## config.mk

```make
export PLATFORM = sky130hd
export DESIGN_NAME = share_filter
export DESIGN_NICKNAME = d
export VERILOG_FILES = /design/src/rtl/share_pkg.sv /design/src/rtl/hit_fifo.sv /design/src/rtl/share_filter.sv
export SDC_FILE = /design/constraint.sdc
export NUM_CORES = 2
export LEC_CHECK = 0
export ABC_AREA = 1
export CAP_MARGIN = 5
export CORE_MARGIN = 2
export CORE_UTILIZATION = 50
export DETAILED_ROUTE_END_ITERATION = 10
export PLACE_DENSITY_LB_ADDON = 0.3
export REMOVE_ABC_BUFFERS = 1
export SLEW_MARGIN = 40
export SYNTH_ARGS = -nofsm -noshare
export SYNTH_HDL_FRONTEND = slang
export SYNTH_SLANG_ARGS = --single-unit
export TNS_END_PERCENT = 30
```

## constraint.sdc

```tcl
create_clock -name clk -period 15.1 [get_ports clk]
set_input_delay 3.02 -clock clk [delete_from_list [all_inputs] [get_ports clk]]
set_output_delay 3.02 -clock clk [all_outputs]
set_load 0.05 [all_outputs]
```

## src/rtl/share_pkg.sv

```systemverilog
`default_nettype none
// ============================================================================
// Module      : share_pkg
// Description : Shared types, constants and frame packing for the share
//               filter (hit queue entry type and 512-bit UART frame layout).
// Revision    : 1.0 - initial release
// ============================================================================
package share_pkg;

    localparam logic [63:0] FRAME_MAGIC = 64'hdead432987beefaa;
    localparam logic [7:0]  FRAME_SEP   = 8'haa;

    localparam int HASH_LSB  = 0;
    localparam int SEP0_LSB  = 256;
    localparam int NONCE_LSB = 264;
    localparam int SEP1_LSB  = 296;
    localparam int MAGIC_LSB = 448;

    typedef struct packed {
        logic [255:0] hash;
        logic [31:0]  nonce;
    } share_t;

    // Builds the transmit frame; bits not covered by a field are zero.
    function automatic logic [511:0] pack_frame(input share_t s);
        logic [511:0] f;
        f                     = '0;
        f[HASH_LSB  +: 256]   = s.hash;
        f[SEP0_LSB  +: 8]     = FRAME_SEP;
        f[NONCE_LSB +: 32]    = s.nonce;
        f[SEP1_LSB  +: 8]     = FRAME_SEP;
        f[MAGIC_LSB +: 64]    = FRAME_MAGIC;
        return f;
    endfunction

endpackage
`default_nettype wire

```

## src/rtl/hit_fifo.sv

```systemverilog
`default_nettype none
// ============================================================================
// Module      : hit_fifo
// Description : Synchronous FIFO of share_t entries, 2**DEPTH_LOG deep.
//               A push while full is ignored unless a pop happens at the
//               same edge, in which case the freed slot takes the new entry.
// Ports       : clk, rst_n (async active-low), push/push_data, pop,
//               head (oldest entry), full, empty, count (occupancy).
// Revision    : 1.0 - initial release
// ============================================================================
module hit_fifo
    import share_pkg::*;
#(
    parameter int DEPTH_LOG = 2
) (
    input  logic               clk,
    input  logic               rst_n,
    input  logic               push,
    input  share_t             push_data,
    input  logic               pop,
    output share_t             head,
    output logic               full,
    output logic               empty,
    output logic [DEPTH_LOG:0] count
);

    localparam int                 c_DEPTH    = 2 ** DEPTH_LOG;
    localparam logic [DEPTH_LOG:0] c_FULL_CNT = (DEPTH_LOG + 1)'(c_DEPTH);

    share_t               r_mem [c_DEPTH];
    logic [DEPTH_LOG-1:0] r_wr_ptr;
    logic [DEPTH_LOG-1:0] r_rd_ptr;
    logic [DEPTH_LOG:0]   r_count;

    logic w_pop;
    logic w_push;

    assign w_pop  = pop && (r_count != '0);
    assign w_push = push && ((r_count != c_FULL_CNT) || w_pop);

    // Storage needs no reset: entries are only read once counted valid.
    always_ff @(posedge clk) begin
        if (w_push) begin
            r_mem[r_wr_ptr] <= push_data;
        end
    end

    always_ff @(posedge clk or negedge rst_n) begin
        if (!rst_n) begin
            r_wr_ptr <= '0;
            r_rd_ptr <= '0;
            r_count  <= '0;
        end else begin
            if (w_push) begin
                r_wr_ptr <= r_wr_ptr + 1'b1;
            end
            if (w_pop) begin
                r_rd_ptr <= r_rd_ptr + 1'b1;
            end
            case ({w_push, w_pop})
                2'b10:   r_count <= r_count + 1'b1;
                2'b01:   r_count <= r_count - 1'b1;
                default: r_count <= r_count;
            endcase
        end
    end

    assign head  = r_mem[r_rd_ptr];
    assign full  = (r_count == c_FULL_CNT);
    assign empty = (r_count == '0);
    assign count = r_count;

endmodule
`default_nettype wire

```

## src/rtl/share_filter.sv

```systemverilog
`default_nettype none
// ============================================================================
// Module      : share_filter
// Description : Tests each finished double-SHA hash against a runtime
//               leading-zero difficulty, queues hits with their nonce and
//               offers them one at a time as 512-bit UART frames.
// Ports       : clk, rst_n (async active-low)
//               in_valid/in_hash/in_nonce  - finished hash stream
//               zero_bits                  - required leading zero bits
//               clr_ovf                    - clears sticky overflow
//               tx_ready/tx_req/tx_data    - frame handshake to transmitter
//               overflow                   - sticky hit-dropped flag
//               hit_count/drop_count       - statistics
// Config      : SHARE_FILTER_STATS_EN - when defined, hit_count/drop_count
//               are live 32-bit wrapping counters; otherwise tied to zero.
// Revision    : 1.0 - initial release
// ============================================================================
module share_filter
    import share_pkg::*;
#(
    parameter int DEPTH_LOG = 2
) (
    input  logic         clk,
    input  logic         rst_n,
    input  logic         in_valid,
    input  logic [255:0] in_hash,
    input  logic [31:0]  in_nonce,
    input  logic [7:0]   zero_bits,
    input  logic         clr_ovf,
    input  logic         tx_ready,
    output logic         tx_req,
    output logic [511:0] tx_data,
    output logic         overflow,
    output logic [31:0]  hit_count,
    output logic [31:0]  drop_count
);

    localparam logic [1:0] c_ST_IDLE  = 2'd0;
    localparam logic [1:0] c_ST_OFFER = 2'd1;
    localparam logic [1:0] c_ST_LOAD  = 2'd2;

    logic [1:0]         r_state;
    logic               r_tx_req;
    logic [511:0]       r_tx_data;
    logic               r_overflow;

    logic [8:0]         w_shamt;
    logic               w_hit;
    logic               w_accept;
    logic               w_push_ok;
    logic               w_drop;
    share_t             w_in_share;
    share_t             w_head;
    logic               w_full;
    logic               w_empty;
    logic [DEPTH_LOG:0] w_count;

    // Shifting by 256 (zero_bits == 0) yields zero, so every valid input hits.
    assign w_shamt    = 9'd256 - {1'b0, zero_bits};
    assign w_hit      = in_valid && ((in_hash >> w_shamt) == 256'd0);
    assign w_accept   = r_tx_req && tx_ready;
    // A same-edge accept frees a slot, so a full FIFO can still take the hit.
    assign w_push_ok  = w_hit && (!w_full || w_accept);
    assign w_drop     = w_hit && w_full && !w_accept;
    assign w_in_share = '{hash: in_hash, nonce: in_nonce};

    hit_fifo #(
        .DEPTH_LOG (DEPTH_LOG)
    ) u_hit_fifo (
        .clk       (clk),
        .rst_n     (rst_n),
        .push      (w_hit),
        .push_data (w_in_share),
        .pop       (w_accept),
        .head      (w_head),
        .full      (w_full),
        .empty     (w_empty),
        .count     (w_count)
    );

    // Offer FSM. After an accept, tx_req drops for one cycle before the next
    // head is loaded, giving the transmitter a clean frame boundary.
    always_ff @(posedge clk or negedge rst_n) begin
        if (!rst_n) begin
            r_state   <= c_ST_IDLE;
            r_tx_req  <= 1'b0;
            r_tx_data <= '0;
        end else begin
            case (r_state)
                c_ST_IDLE: begin
                    if (!w_empty) begin
                        r_tx_data <= pack_frame(w_head);
                        r_tx_req  <= 1'b1;
                        r_state   <= c_ST_OFFER;
                    end
                end
                c_ST_OFFER: begin
                    if (w_accept) begin
                        r_tx_req <= 1'b0;
                        // Something remains if more than the popped entry was
                        // queued, or a new hit lands at this same edge.
                        if ((w_count > {{DEPTH_LOG{1'b0}}, 1'b1}) || w_push_ok) begin
                            r_state <= c_ST_LOAD;
                        end else begin
                            r_state <= c_ST_IDLE;
                        end
                    end
                end
                c_ST_LOAD: begin
                    r_tx_data <= pack_frame(w_head);
                    r_tx_req  <= 1'b1;
                    r_state   <= c_ST_OFFER;
                end
                default: begin
                    r_tx_req <= 1'b0;
                    r_state  <= c_ST_IDLE;
                end
            endcase
        end
    end

    // Setting takes priority over a simultaneous clear.
    always_ff @(posedge clk or negedge rst_n) begin
        if (!rst_n) begin
            r_overflow <= 1'b0;
        end else if (w_drop) begin
            r_overflow <= 1'b1;
        end else if (clr_ovf) begin
            r_overflow <= 1'b0;
        end
    end

`ifdef SHARE_FILTER_STATS_EN
    logic [31:0] r_hit_count;
    logic [31:0] r_drop_count;

    always_ff @(posedge clk or negedge rst_n) begin
        if (!rst_n) begin
            r_hit_count  <= '0;
            r_drop_count <= '0;
        end else begin
            if (w_push_ok) begin
                r_hit_count <= r_hit_count + 32'd1;
            end
            if (w_drop) begin
                r_drop_count <= r_drop_count + 32'd1;
            end
        end
    end

    assign hit_count  = r_hit_count;
    assign drop_count = r_drop_count;
`else
    assign hit_count  = 32'd0;
    assign drop_count = 32'd0;
`endif

    assign tx_req   = r_tx_req;
    assign tx_data  = r_tx_data;
    assign overflow = r_overflow;

endmodule
`default_nettype wire

```

==> impl_metrics.tcl <==
set metrics [dict create \
    yosys_most_used_dff "edfxtp_1" \
    ys_seq_area_share_pct 56.5 \
    cts_made_buffers 148 \
    nFillCells 12800 \
    antenna_left 0 \
    cts_max_level 4 \
    grtUsageTotal_pct 29.7 \
    synth-seq-cells 1451 \
    drc 0 \
    switching_share_pct 42.8 \
    netSwitchingPower_uw 6480 \
    port_buffers 636 \
    finalMaxSlewViolations 0 \
    status "complete, no violations" \
    die_w_um 390 \
    ys_async_sr_fraction_pct 20.6 \
    clock_latency_ns 0.80 \
    max_freq_mhz 101 \
    arrival_ns 10.30 \
    area_growth_pct 15.3 \
    initial_utilization_pct 50.4 \
    grt_max_degree 184 \
    skew_ns 0.0453 \
    die_area_um2 152000 \
    wirelength_mm 234 \
    num_vias 63600 \
    cts_tree "built" \
    wire_per_inst_um 21.5 \
    power_density_nw_per_um2 176 \
    worstHoldPathType "flip-flop to flip-flop" \
    pwr-share-clk_pct 24.3 \
    ys_types 39 \
    place_congestion 0.986 \
    clkSlewWorstSetupHoldPaths_ns 0.06 \
    syn_avg_cell_area_um2 8.65 \
    critPathCaptureType "flip-flop" \
    startpoint_type "primary input" \
    hold_buffers 0 \
    antenna_found_initial 27 \
    fin_util_pct 58.1 \
    max_stage_delay_ns 0.70 \
    final_cell_mix "2,687 x nand2_1, 1,766 x nand3_1, 1,152 x edfxtp_1, 707 x nor2_1, 634 x clkdlybuf4s50_1" \
    multiInputGateArea_um2 28500 \
    hold_depth 2 \
    register_area_um2 42100 \
    setup_tns_ns 0 \
    leakagePower_uw 0.0345 \
    viasPerCell 5.82 \
    hpwl_mm 157 \
    post_cts.repair.setup_buffers 0 \
    yosys_warnings 0 \
    critical-path-slowest-cell "buf_4" \
    grt_setup_unrepaired "no" \
    synth_edf_count 1152 \
    layout_min_cycle_time_ns 9.87 \
    syn_inst 8601 \
    dieHeight_um 390 \
    finalHoldViolations 0 \
    io_pins 879 \
    ir_drop_mv 0.299 \
    clockRootBuffer "clkbuf_16" \
    period_share_pct 65.4 \
    core_area_um2 148000 \
    p_seq_share_pct 33.4 \
    core.rowCount 141 \
    worstRegToRegCells 7 \
    finalSetupViolations 0 \
    cp_common_cell "nand2_1" \
    clk_path_buf_depth 3 \
    ys_top_cells_by_area "edfxtp_1 46%, nand2_1 14%, nand3_1 12%, dfrtp_1 10%, o21ai_0 4.2%" \
    crit_required_ns 15.52 \
    grt_first_pass_wirelength_mm 351 \
    drive_gt1_share_pct 3.69 \
    worstPathMaxFanout 170 \
    overflow 0 \
    cts_resized 0 \
    cts_sinks 1451 \
    syn_area_um2 74400 \
    grt_pass1_vias 58000 \
    tightest_slew_ns 1.01 \
    combPwrFrac_pct 42.3 \
    power.internal_uw 8660 \
    dr.first_iter.drc_count 7560 \
    drv_cap 0 \
    crit_type "primary input to flip-flop" \
    mostFrequentLayoutCell "nand2_1" \
    fin_nets 9153 \
    relSlewSlack_pct 32.7 \
    firstDrtPassIters 9 \
    yosysTopAreaCellShare_pct 46.5 \
    synth_top_area_cell "edfxtp_1" \
]
-- synthesized netlist by cell type, types with 2 or more instances --
cell and count:
and2_1 3, xor2_1 3, nand3b_1 3, nand2_2 3, o21a_1 4, dfrtp_1 299, buf_2 183, nor2_1 711
inv_1 52, clkbuf_1 341, ha_1 10, o211ai_1 12, mux2i_1 3, xor2_2 3, inv_2 8, nor3_1 7
o22ai_1 291, edfxtp_1 1152, a21oi_1 30, nand3_1 1766, buf_1 47, o21ai_1 29, nor2_2 2, buf_4 292
nand4_1 26, nand2_1 2687, o31ai_1 2, o21ai_0 620, xnor2_1 2
-- area by class of cell --
| cell class | instances | area share [%] |
|---|---|---|
| Sequential cell | 1451 | 49.0 |
| Multi-Input combinational cell | 6466 | 33.3 |
| Timing Repair Buffer | 713 | 8.67 |
| Clock buffer | 213 | 4.92 |
| Tap cell | 1930 | 2.81 |
| Clock inverter | 65 | 0.895 |
| Inverter | 62 | 0.350 |
| Antenna cell | 14 | 0.0408 |
-- layer usage --
layer,track usage (%),routed length [um],vias to the layer above,share of wire (%)
met2,46.9,109000,2831,47
met5,0,186,-,0.079
met1,43.8,103000,30700,44
met3,4.42,18500,289,7.9
met4,6.19,3990,30,1.7
li1,-,-,29700,-
-- path summary, 6_finish.rpt --
check / startpoint / endpoint / slack, ns
setup / recovery: zero_bits[0] / u_hit_fifo.r_mem[3][182] / 5.23
min in group asynchronous: rst_n / tx_data[166] / 2.16
setup reg to reg: u_hit_fifo.r_rd_ptr[0] / tx_data[20] / 11.26
hold reg to reg: tx_data[13] / tx_data[13] / 0.48
hold / removal: tx_data[13] / tx_data[13] / 0.48
max in group asynchronous: rst_n / u_hit_fifo.r_rd_ptr[1] / 11.05
-- flip-flops by register name, summed over array words and instances, names as in the netlist --
name / flops
tx_req: 1
overflow: 1
u_hit_fifo.count: 3
r_state: 1
tx_data: 289
u_hit_fifo.r_rd_ptr: 2
u_hit_fifo.r_wr_ptr: 2
u_hit_fifo.r_mem: 1152
-- metrics by stage --
stage          hold slack (ns)  power [uW]  cells  cell area [um^2]  worst slack, ns
2_1_floorplan            0.475        9620   7979             70700           -14.29
3_3_place_gp             0.461       11400  10600             80400             4.52
3_5_place_dp             0.464       11500  10600             80500             4.59
4_1_cts                  0.481       15100  10900             85500             5.43
5_1_grt                  0.491       15900  10900             85800             4.91
6_report                 0.475       15100  10900             85800             5.23
-- power groups by stage --
stage	logic [uW]	registers [uW]	clock network, uW
global route	6960	5090	3880
detailed placement	6340	5120	0
finish	6410	5050	3680
CTS	6380	5050	3730
floorplan	3130	6490	0
global placement	6240	5120	0
-- worst max-delay path, delay by kind of cell --
family / cells / cell delay [ns]
adders and majority gates: 1 / 0.22
AOI/OAI and AO/OA: 1 / 0.20
and+or+nand+nor: 18 / 2.34
buffers and inverters: 9 / 3.58
xor gates and xnor gates: 1 / 0.21
-- cell families (layout without fill, tap and decap cells) --
logic type      Yosys count  in the layout  share of synthesized area [%]
compound gates          990            990                           7.22
xor+xnor                  8              8                          0.124
fa+ha+maj                10             10                          0.168
buf+inv                 925           1053                           6.45
flops                  1451           1451                           56.5
mux                       3              3                         0.0404
other cells               1            256                        0.00504
simple gates           5213           5213                           29.4
Note: power is estimated with default switching activity, not from simulation.
